**config.mk**
```make
export PLATFORM = sky130hd
export DESIGN_NAME = keypad_matrix_scanner
export DESIGN_NICKNAME = d
export VERILOG_FILES = /design/src/rtl/keypad_matrix_scanner.sv
export SDC_FILE = /design/constraint.sdc
export NUM_CORES = 1
export LEC_CHECK = 0
export ABC_AREA = 1
export CAP_MARGIN = 20
export CORE_ASPECT_RATIO = 0.9
export CORE_MARGIN = 5
export CORE_UTILIZATION = 30
export DETAILED_ROUTE_END_ITERATION = 12
export PLACE_DENSITY_LB_ADDON = 0.25
export SYNTH_ARGS = -nofsm -noshare
export SYNTH_HDL_FRONTEND = slang
export SYNTH_SLANG_ARGS = --single-unit
export TNS_END_PERCENT = 30
```
**constraint.sdc**
```tcl
create_clock -name clk -period 3.8 [get_ports clk]
set_clock_uncertainty 0.2 [all_clocks]
set_input_delay 0.95 -clock clk [delete_from_list [all_inputs] [get_ports clk]]
set_output_delay 0.95 -clock clk [all_outputs]
set_load 0.02 [all_outputs]
```
**src/rtl/keypad_matrix_scanner.sv**
```systemverilog
// Keypad matrix scanner.
// Drives the keypad rows low one at a time and samples the column lines for
// each row. A key must give the same result for several complete scans before
// a press or a release is accepted. Each accepted press produces one key code,
// which is offered to the CPU-side logic over a valid/ready handshake.
module keypad_matrix_scanner #(
  parameter int ROWS            = 4,
  parameter int COLS            = 4,
  parameter int SCAN_DIV        = 50000,
  parameter int DEBOUNCE_FRAMES = 4,
  localparam int CW             = $clog2(ROWS*COLS)
) (
  input  logic            clk,
  input  logic            reset,
  output logic [ROWS-1:0] row_n,
  input  logic [COLS-1:0] col_n,
  output logic            key_valid,
  output logic [CW-1:0]   key_code,
  input  logic            key_ready,
  output logic            key_down,
  output logic            overrun,
  input  logic            clr_overrun
);

  localparam int RW  = $clog2(ROWS);
  localparam int CLW = $clog2(COLS);
  localparam int DW  = $clog2(SCAN_DIV);
  localparam int NW  = $clog2(DEBOUNCE_FRAMES + 1);

  typedef enum logic [1:0] {
    IDLE,
    DEBOUNCE,
    PRESSED,
    RELEASE
  } state_t;

  logic [COLS-1:0] colMeta_q;
  logic [COLS-1:0] colSync_q;
  logic [DW-1:0]   div_q;
  logic [RW-1:0]   rowIdx_q;
  logic [RW-1:0]   rowIdx_d;
  logic [ROWS-1:0] rowN_q;
  logic [1:0]      pressCnt_q;
  logic [1:0]      pressCnt_d;
  logic [CW-1:0]   firstCode_q;
  logic [CW-1:0]   firstCode_d;
  logic [CLW-1:0]  lowCol;
  logic [CW-1:0]   rowCode;

  state_t          state_q;
  logic [CW-1:0]   cand_q;
  logic [NW-1:0]   cnt_q;
  logic [NW-1:0]   cntInc;
  logic            keyDown_q;
  logic            keyValid_q;
  logic [CW-1:0]   keyCode_q;
  logic            overrun_q;

  logic            slotEnd;
  logic            lastRow;
  logic            frameEnd;
  logic            frameNone;
  logic            frameSingle;
  logic            sameCand;
  logic            debounceDone;
  logic            evtFire;
  logic            dropEvent;

  assign slotEnd  = (div_q == DW'(SCAN_DIV - 1));
  assign lastRow  = (rowIdx_q == RW'(ROWS - 1));
  assign frameEnd = slotEnd && lastRow;
  assign rowIdx_d = lastRow ? '0 : rowIdx_q + RW'(1);

  // Fold the current row's pressed columns into this frame's running totals:
  // a pressed-key count that saturates at two, and the lowest pressed code.
  always_comb begin
    pressCnt_d = pressCnt_q;
    lowCol     = '0;
    for (int c = COLS - 1; c >= 0; c--) begin
      if (!colSync_q[c]) begin
        lowCol = CLW'(c);
      end
    end
    for (int c = 0; c < COLS; c++) begin
      if (!colSync_q[c] && (pressCnt_d != 2'd2)) begin
        pressCnt_d = pressCnt_d + 2'd1;
      end
    end
    rowCode     = CW'(rowIdx_q) * CW'(COLS) + CW'(lowCol);
    firstCode_d = (pressCnt_q == 2'd0) ? rowCode : firstCode_q;
  end

  // Result of the frame that completes on this cycle; only looked at on frameEnd.
  assign frameNone    = (pressCnt_d == 2'd0);
  assign frameSingle  = (pressCnt_d == 2'd1);
  assign sameCand     = frameSingle && (firstCode_d == cand_q);
  assign cntInc       = cnt_q + NW'(1);
  assign debounceDone = (cntInc == NW'(DEBOUNCE_FRAMES));
  assign evtFire      = frameEnd && (state_q == DEBOUNCE) && sameCand && debounceDone;
  assign dropEvent    = evtFire && keyValid_q && !key_ready;

  // Column synchronizer, slot divider, row rotation and frame accumulation.
  // The row drive is registered together with the row index, so the new row
  // appears on the cycle after the slot's terminal count.
  always_ff @(posedge clk) begin
    if (reset) begin
      colMeta_q   <= '1;
      colSync_q   <= '1;
      div_q       <= '0;
      rowIdx_q    <= '0;
      rowN_q      <= ~ROWS'(1);
      pressCnt_q  <= 2'd0;
      firstCode_q <= '0;
    end else begin
      colMeta_q <= col_n;
      colSync_q <= colMeta_q;
      if (slotEnd) begin
        div_q    <= '0;
        rowIdx_q <= rowIdx_d;
        rowN_q   <= ~(ROWS'(1) << rowIdx_d);
        if (lastRow) begin
          pressCnt_q  <= 2'd0;
          firstCode_q <= '0;
        end else begin
          pressCnt_q  <= pressCnt_d;
          firstCode_q <= firstCode_d;
        end
      end else begin
        div_q <= div_q + DW'(1);
      end
    end
  end

  // Debounce FSM, advanced once per completed frame. key_down is registered
  // together with the state so that it is high in PRESSED and RELEASE.
  always_ff @(posedge clk) begin
    if (reset) begin
      state_q   <= IDLE;
      cand_q    <= '0;
      cnt_q     <= '0;
      keyDown_q <= 1'b0;
    end else if (frameEnd) begin
      case (state_q)
        IDLE: begin
          if (frameSingle) begin
            cand_q  <= firstCode_d;
            cnt_q   <= NW'(1);
            state_q <= DEBOUNCE;
          end
        end
        DEBOUNCE: begin
          if (sameCand) begin
            if (debounceDone) begin
              state_q   <= PRESSED;
              keyDown_q <= 1'b1;
            end else begin
              cnt_q <= cntInc;
            end
          end else if (frameSingle) begin
            cand_q <= firstCode_d;
            cnt_q  <= NW'(1);
          end else begin
            state_q <= IDLE;
          end
        end
        PRESSED: begin
          if (frameNone) begin
            cnt_q   <= NW'(1);
            state_q <= RELEASE;
          end
        end
        RELEASE: begin
          if (frameNone) begin
            if (debounceDone) begin
              state_q   <= IDLE;
              keyDown_q <= 1'b0;
            end else begin
              cnt_q <= cntInc;
            end
          end else begin
            state_q <= PRESSED;
          end
        end
        default: begin
          state_q   <= IDLE;
          keyDown_q <= 1'b0;
        end
      endcase
    end
  end

  // One-deep output holding register. A new event is taken whenever the slot
  // is empty or being emptied on the same cycle; otherwise it is dropped and
  // flagged. A new drop outranks a simultaneous clear of the flag.
  always_ff @(posedge clk) begin
    if (reset) begin
      keyValid_q <= 1'b0;
      keyCode_q  <= '0;
      overrun_q  <= 1'b0;
    end else begin
      if (evtFire && (!keyValid_q || key_ready)) begin
        keyValid_q <= 1'b1;
        keyCode_q  <= cand_q;
      end else if (keyValid_q && key_ready) begin
        keyValid_q <= 1'b0;
      end
      if (dropEvent) begin
        overrun_q <= 1'b1;
      end else if (clr_overrun) begin
        overrun_q <= 1'b0;
      end
    end
  end

  assign row_n     = rowN_q;
  assign key_valid = keyValid_q;
  assign key_code  = keyCode_q;
  assign key_down  = keyDown_q;
  assign overrun   = overrun_q;

endmodule

```
==> results.yml, run 1 <==
synthesis:
  synthTopCellsByCount: "sky130_fd_sc_hd__nand2_1, sky130_fd_sc_hd__dfxtp_1, sky130_fd_sc_hd__inv_1"
  synth_area_leader_cell: "sky130_fd_sc_hd__dfxtp_1"
  synth_warnings: 0
  postSynthNetCount: 411
  avgSynthCellArea_um2: 7.29
  postSynthRegisterBits: 52
  most_common_cell_in_the_synthesized_netlist: "sky130_fd_sc_hd__nand2_1"
  ys.flop_type: "sky130_fd_sc_hd__dfxtp_1"
  synth_top_cell_area_share: 0.366
  syn-instance-count: 390
  netlist_area_um2: 2840
  yosysUniqueCellTypes: 37
  async_reset_ff_frac: 0
  synth_edf_count: 0
  synthTopCellsByArea: "sky130_fd_sc_hd__dfxtp_1, sky130_fd_sc_hd__nand2_1, sky130_fd_sc_hd__inv_1"
  yosysSeqAreaShare: 0.366
finish:
  final-seq-area_um2: 1040
  footprint_of_the_multi_input_gates_um2: 1630
  antenna_cells: 0
  filler_cell_count: 993
  drive_above_1_share: 0.186
  num-nets-final: 440
  final_core_utilization: 0.368
  synthToLayoutAreaGrowth_pct: 18.6
route:
  avgViaCountPerCell: 4.45
  drt-total-wl_um: 5860
  number_of_iterations_in_the_first_detailed_routing_pass: 4
  ant_nets: 0
  dr.first_iter.drc_count: 42
  route.detailed.drc: 0
  route.vias.total: 2407
  wl_per_cell_um: 10.8
clock_network:
  clock_tree_from_tritoncts: "yes"
  cts.htree.levels: 2
  clock_sink_count: 52
  post_cts_hold_buffer_count: 0
  clk_transition_reported_paths_ns: 0.09
  cts_inserted_buffers: 5
  cts-root-buf: "sky130_fd_sc_hd__clkbuf_8"
  cts_max_path_buffers: 2
  worstSkewPairLatency_ns: 0.30
critical_path:
  cp_common_cell: "sky130_fd_sc_hd__nand2_1"
  critical_path_class: "flip-flop to flip-flop"
  required_ns: 3.80
  worstPathBufferInverterCount: 5
  cpPeakStageDelay_ns: 0.35
  critical_path_arrival_ns: 3.54
  worst_setup_path_end_kind: "flip-flop"
  start_kind: "flip-flop"
  crit_slowest_cell: "sky130_fd_sc_hd__dfxtp_2"
  path_max_fanout: 8
  path_delay_family: "simple AND/OR/NAND/NOR gates"
global_routing:
  grt_pass1_wl_um: 10300
  groute.usage.overall: 0.108
  grt_overflow: 0
  grt_antenna_before_repair: 0
  grt_max_degree: 21
  grt_pass1_vias: 2356
floorplanning:
  boundaryPins: 19
  floorplan.die_area_um2: 11500
  floorplan.die.width_um: 113
  floorplan.initialDensity: 0.310
  placementRows: 33
  floorplan.core_area_um2: 9170
  chipHeight_um: 102
timing:
  timing.final.crit_period_ns: 3.54
  post-route-period-util: 0.932
  holdWs_ns: 0.214
  max_slew_margin: 0.526
  rsz0062_at_grt: "yes"
  final_hold_vio_count: 0
  tightest_slew_ns: 0.710
  setup_ws_ns: 0.260
  finalSetupViolations: 0
  timing.fmax_mhz: 282
  timing.final.max_slew_violations: 0
pwr:
  p_leak_nw: 1.37
  powerDensity_nw_per_um2: 279
  peakVddDrop_uv: 130
min_path:
  min_path_type: "flip-flop to flip-flop"
run_status:
  outcome: "complete, no violations"
placed_design:
  place.port_buffers: 18
  placement.setup.worst_slack_ns: -0.106
  dp_hpwl_um: 4480
  gp_congestion: 0.787
flow_run:
  max_cap_violations: 0
state kept, by name (all words and copies together) (netlist names):
| signal | cells |
|---|---|
| cand_q | 4 |
| cnt_q | 3 |
| colMeta_q | 4 |
| colSync_q | 4 |
| div_q | 16 |
| firstCode_q | 4 |
| key_code | 4 |
| key_down | 1 |
| key_valid | 1 |
| overrun | 1 |
| pressCnt_q | 2 |
| rowIdx_q | 2 |
| row_n | 4 |
| state_q | 2 |
cells by family after synthesis:
group                    after synthesis  share of synthesized area
multiplexers                           1                    0.00352
buffers and inverters                 63                     0.0832
adder cells (fa/ha/maj)               13                     0.0572
AO/OA/AOI/OAI                         49                     0.0907
AND/OR/NAND/NOR                      209                      0.390
flip-flops                            52                      0.366
XOR/XNOR                               3                    0.00924
worst reg2reg max path: cells and delay by family (launching register included):
family                   cells  cell delay [ns]
flip-flops                   1             0.35
adder cells (fa/ha/maj)      4             0.87
buffers and inverters        5             0.44
AND/OR/NAND/NOR             16             1.59
area by class of cell:
type                            count  share of cell area
Multi-Input combinational cell    275               0.482
Sequential cell                    52               0.309
Timing Repair Buffer               28              0.0768
Inverter                           57              0.0635
Tap cell                          122              0.0453
Clock buffer                        6              0.0215
Clock inverter                      1             0.00148
worst paths after layout:
check / start / to / slack [ns] / depth (start not counted)
max reg2reg: pressCnt_q[0] / key_code[2] / 0.26 / 25
max: pressCnt_q[0] / key_code[2] / 0.26 / 25
min: colMeta_q[3] / colSync_q[3] / 0.21 / 1
min reg2reg: colMeta_q[3] / colSync_q[3] / 0.21 / 1
power by group:
group	total, mW	switching [mW]	internal, mW
sequential	0.555	0.00413	0.551
combinational	0.0862	0.0511	0.0351
clock	0.299	0.173	0.126
total	0.940	0.228	0.712
per-stage QoR:
| step | setup TNS (ns) | cell area, um2 | total power, mW | instances |
|---|---|---|---|---|
| global route | -0.0670 | 3370 | 0.987 | 541 |
| finish | 0 | 3370 | 0.940 | 541 |
| CTS | 0 | 3300 | 0.949 | 539 |
| floorplan | 0 | 2840 | 0.623 | 390 |
| detailed placement | -0.443 | 3190 | 0.646 | 529 |
| global placement | 0 | 3190 | 0.645 | 529 |
per-layer routing:
metal  part of all wire  track usage
met4              0.013       0.0305
met3              0.031       0.0225
met5                  0            0
met2               0.46        0.185
met1               0.50        0.139
layout by cell type (no fill, tap or decap), types with 2 or more instances in the layout:
cell                              Yosys  layout
sky130_fd_sc_hd__nand2_1             80      78
sky130_fd_sc_hd__dfxtp_1             52      50
sky130_fd_sc_hd__inv_1               51      48
sky130_fd_sc_hd__nor2_1              44      41
sky130_fd_sc_hd__nand3_1             28      27
sky130_fd_sc_hd__a21oi_1             25      25
sky130_fd_sc_hd__clkdlybuf4s50_1      0      18
sky130_fd_sc_hd__o21ai_0             11      11
sky130_fd_sc_hd__ha_1                13      10
sky130_fd_sc_hd__nand2_4              6       9
sky130_fd_sc_hd__or2_2                9       9
sky130_fd_sc_hd__buf_4                0       9
sky130_fd_sc_hd__inv_2                5       8
sky130_fd_sc_hd__nand2_2              9       8
sky130_fd_sc_hd__nor2_2               7       8
sky130_fd_sc_hd__o21ai_1              6       6
sky130_fd_sc_hd__clkbuf_8             0       5
sky130_fd_sc_hd__nor2_4               2       4
sky130_fd_sc_hd__nor3b_1              4       4
sky130_fd_sc_hd__o22ai_1              4       4
sky130_fd_sc_hd__nand3_4              3       3
sky130_fd_sc_hd__nand4_1              3       3
sky130_fd_sc_hd__xor2_1               3       3
sky130_fd_sc_hd__nand3b_1             3       3
sky130_fd_sc_hd__nand3_2              1       2
sky130_fd_sc_hd__nor3_4               2       2
sky130_fd_sc_hd__ha_2                 0       2
sky130_fd_sc_hd__dfxtp_2              0       2
repair_timing:
action	in CTS	in global routing
pin swaps	3	7
endpoints found under the setup margin	12	16
hold endpoints to repair	0	0
setup buffers	3	2
gates resized for setup	2	19
No activity file was read; power rests on OpenSTA's default activity.
==> inputs of run 2 (changes only) <==
- CORE_UTILIZATION: 30 -> 53
==> run 2 against run 1 <==
Effect of this change: sequential cell count is the same; hold slack better by 0.0064 ns; die area fell by 40%; largest power group unchanged.
==> results.yml, run 2 (same netlist as run 1, synthesis figures left out) <==
pwr:
  power_mw: 1.03
  power.share.sequential: 0.537
  netSwitchingFraction: 0.237
  peakVddDrop_uv: 292
  clock_power_share: 0.374
  power.internal_uw: 790
  power_switching_uw: 245
  combinationalPowerShare: 0.089
  p_leak_nw: 1.41
  powerDensity_nw_per_um2: 304
finish:
  synthToLayoutAreaGrowth_pct: 19.7
  filler_cell_count: 444
  footprint_of_the_multi_input_gates_um2: 1650
  final_cell_count_no_fill: 492
  largest_register_ffs: 16
  drive_above_1_share: 0.212
  num-nets-final: 445
  finalInstanceArea_um2: 3400
  final-seq-area_um2: 1040
  most-common-layout-cells: "sky130_fd_sc_hd__nand2_1, sky130_fd_sc_hd__dfxtp_1, sky130_fd_sc_hd__inv_1"
  largest-register: "div_q"
  antenna_cells: 0
  final_core_utilization: 0.651
  commonest_non_fill_non_tap_cell_in_the_layout: "sky130_fd_sc_hd__nand2_1"
critical_path:
  crit_slowest_cell: "sky130_fd_sc_hd__dfxtp_2"
  critical_path_class: "flip-flop to flip-flop"
  required_ns: 3.81
  start_kind: "flip-flop"
  reg2reg_slack_ns: 0.17
  reg2regPathDepth: 26
  critical_path.reg2reg.endpoint: "cand_q[2]"
  cpPeakStageDelay_ns: 0.37
  critical_path_arrival_ns: 3.64
  path_max_fanout: 5
  cp_common_cell: "sky130_fd_sc_hd__nand2_1"
  critical_register_to_register_path_startpoint: "pressCnt_q[0]"
  worst_setup_path_end_kind: "flip-flop"
timing:
  timing.final.crit_period_ns: 3.63
  timing.setup.tns_ns: 0
  timing.fmax_mhz: 275
  timing.final.max_slew_violations: 0
  finalSetupViolations: 0
  max_slew_margin: 0.536
  tightest_slew_ns: 0.694
  post-route-period-util: 0.956
  final_hold_vio_count: 0
floorplanning:
  placementRows: 25
  boundaryPins: 19
  floorplan.core_area_um2: 5220
  floorplan.initialDensity: 0.544
  floorplan.die.width_um: 87.2
  floorplan.die_area_um2: 6930
  chipHeight_um: 79.5
route:
  dr.first_iter.drc_count: 171
  ant_nets: 0
  wl_per_cell_um: 11.7
  avgViaCountPerCell: 4.97
  drt-total-wl_um: 5750
  number_of_iterations_in_the_first_detailed_routing_pass: 4
  route.detailed.drc: 0
  route.vias.total: 2445
global_routing:
  grt_pass1_wl_um: 10100
  grt_pass1_vias: 2354
  grt_overflow: 0
  grt_max_degree: 21
  groute.usage.overall: 0.179
  grt_antenna_before_repair: 0
placed_design:
  gp_congestion: 0.953
  detailed_place.area_um2: 3120
  dp_hpwl_um: 4130
  place.port_buffers: 18
  numPlacedInstances: 474
flow_run:
  max_cap_violations: 0
clock_network:
  clock_sink_count: 52
  cts-root-buf: "sky130_fd_sc_hd__clkbuf_8"
  clock_tree_from_tritoncts: "yes"
  worstSkewPairLatency_ns: 0.31
  cts_inserted_buffers: 5
  cts_max_path_buffers: 2
  cts.htree.levels: 2
  clk_transition_reported_paths_ns: 0.10
run_status:
  outcome: "complete, no violations"
min_path:
  min_path_type: "flip-flop to flip-flop"
  hold_path_startpoint: "colMeta_q[0]"
  depth_of_the_worst_hold_timing_path: 1
  hold_end: "colSync_q[0]"
[run 2: routing by layer]
metal	global-route usage	part of all wire	vias up
li1	-	-	1310
met4	0.0598	0.016	0
met1	0.228	0.47	1103
met2	0.302	0.49	24
met5	0	0	-
met3	0.0330	0.022	8
[run 2: metrics by stage]
stage               hold WS [ns]  setup WS (ns)
floorplan                  0.189          0.126
detailed placement         0.201        -0.0667
global route               0.245        -0.0611
global placement           0.194         0.0684
finish                     0.220          0.168
CTS                        0.225         0.0130
[run 2: cell type report]
class / count / share of cell area
well taps: 67 / 0.0246
clock inverters: 3 / 0.0140
repair buffers: 33 / 0.0872
multi-input cells: 275 / 0.484
flip-flops and latches: 52 / 0.307
inverters: 57 / 0.0636
clock buffers: 5 / 0.0202
[run 2: power groups by stage]
stage,logic [mW],registers (mW),clock network (mW)
after CTS,0.0821,0.556,0.398
after floorplan,0.0565,0.567,0
after global routing,0.103,0.557,0.421
after global placement,0.0760,0.568,0
final,0.0926,0.556,0.387
after detailed placement,0.0775,0.568,0
[run 2: worst max-delay path by stage]
stage,startpoint,to,slack [ns],depth (start not counted)
floorplan,pressCnt_q[0],key_code[0],0.13,25
detailed placement,pressCnt_q[0],key_code[2],-0.07,26
finish,pressCnt_q[0],cand_q[2],0.17,26
CTS,pressCnt_q[0],cnt_q[2],0.01,27
global route,pressCnt_q[0],cnt_q[2],-0.06,27
global placement,pressCnt_q[0],cand_q[3],0.07,26
[run 2: what timing repair did]
item / in CTS / in global routing
buffers inserted: 4 / 6
hold buffers: 0 / 0
pin swaps: 4 / 10
gates resized for setup: 6 / 20
endpoints found under the setup margin: 12 / 16
gates cloned: 0 / 0
[run 2: worst max-delay path, delay by kind of cell (launching register included)]
| kind | cells | cell delay (ns) |
|---|---|---|
| AOI/OAI and AO/OA | 1 | 0.13 |
| adders and majority gates | 4 | 0.82 |
| buffers and inverters | 5 | 0.43 |
| DFF | 1 | 0.37 |
| and+or+nand+nor | 16 | 1.59 |
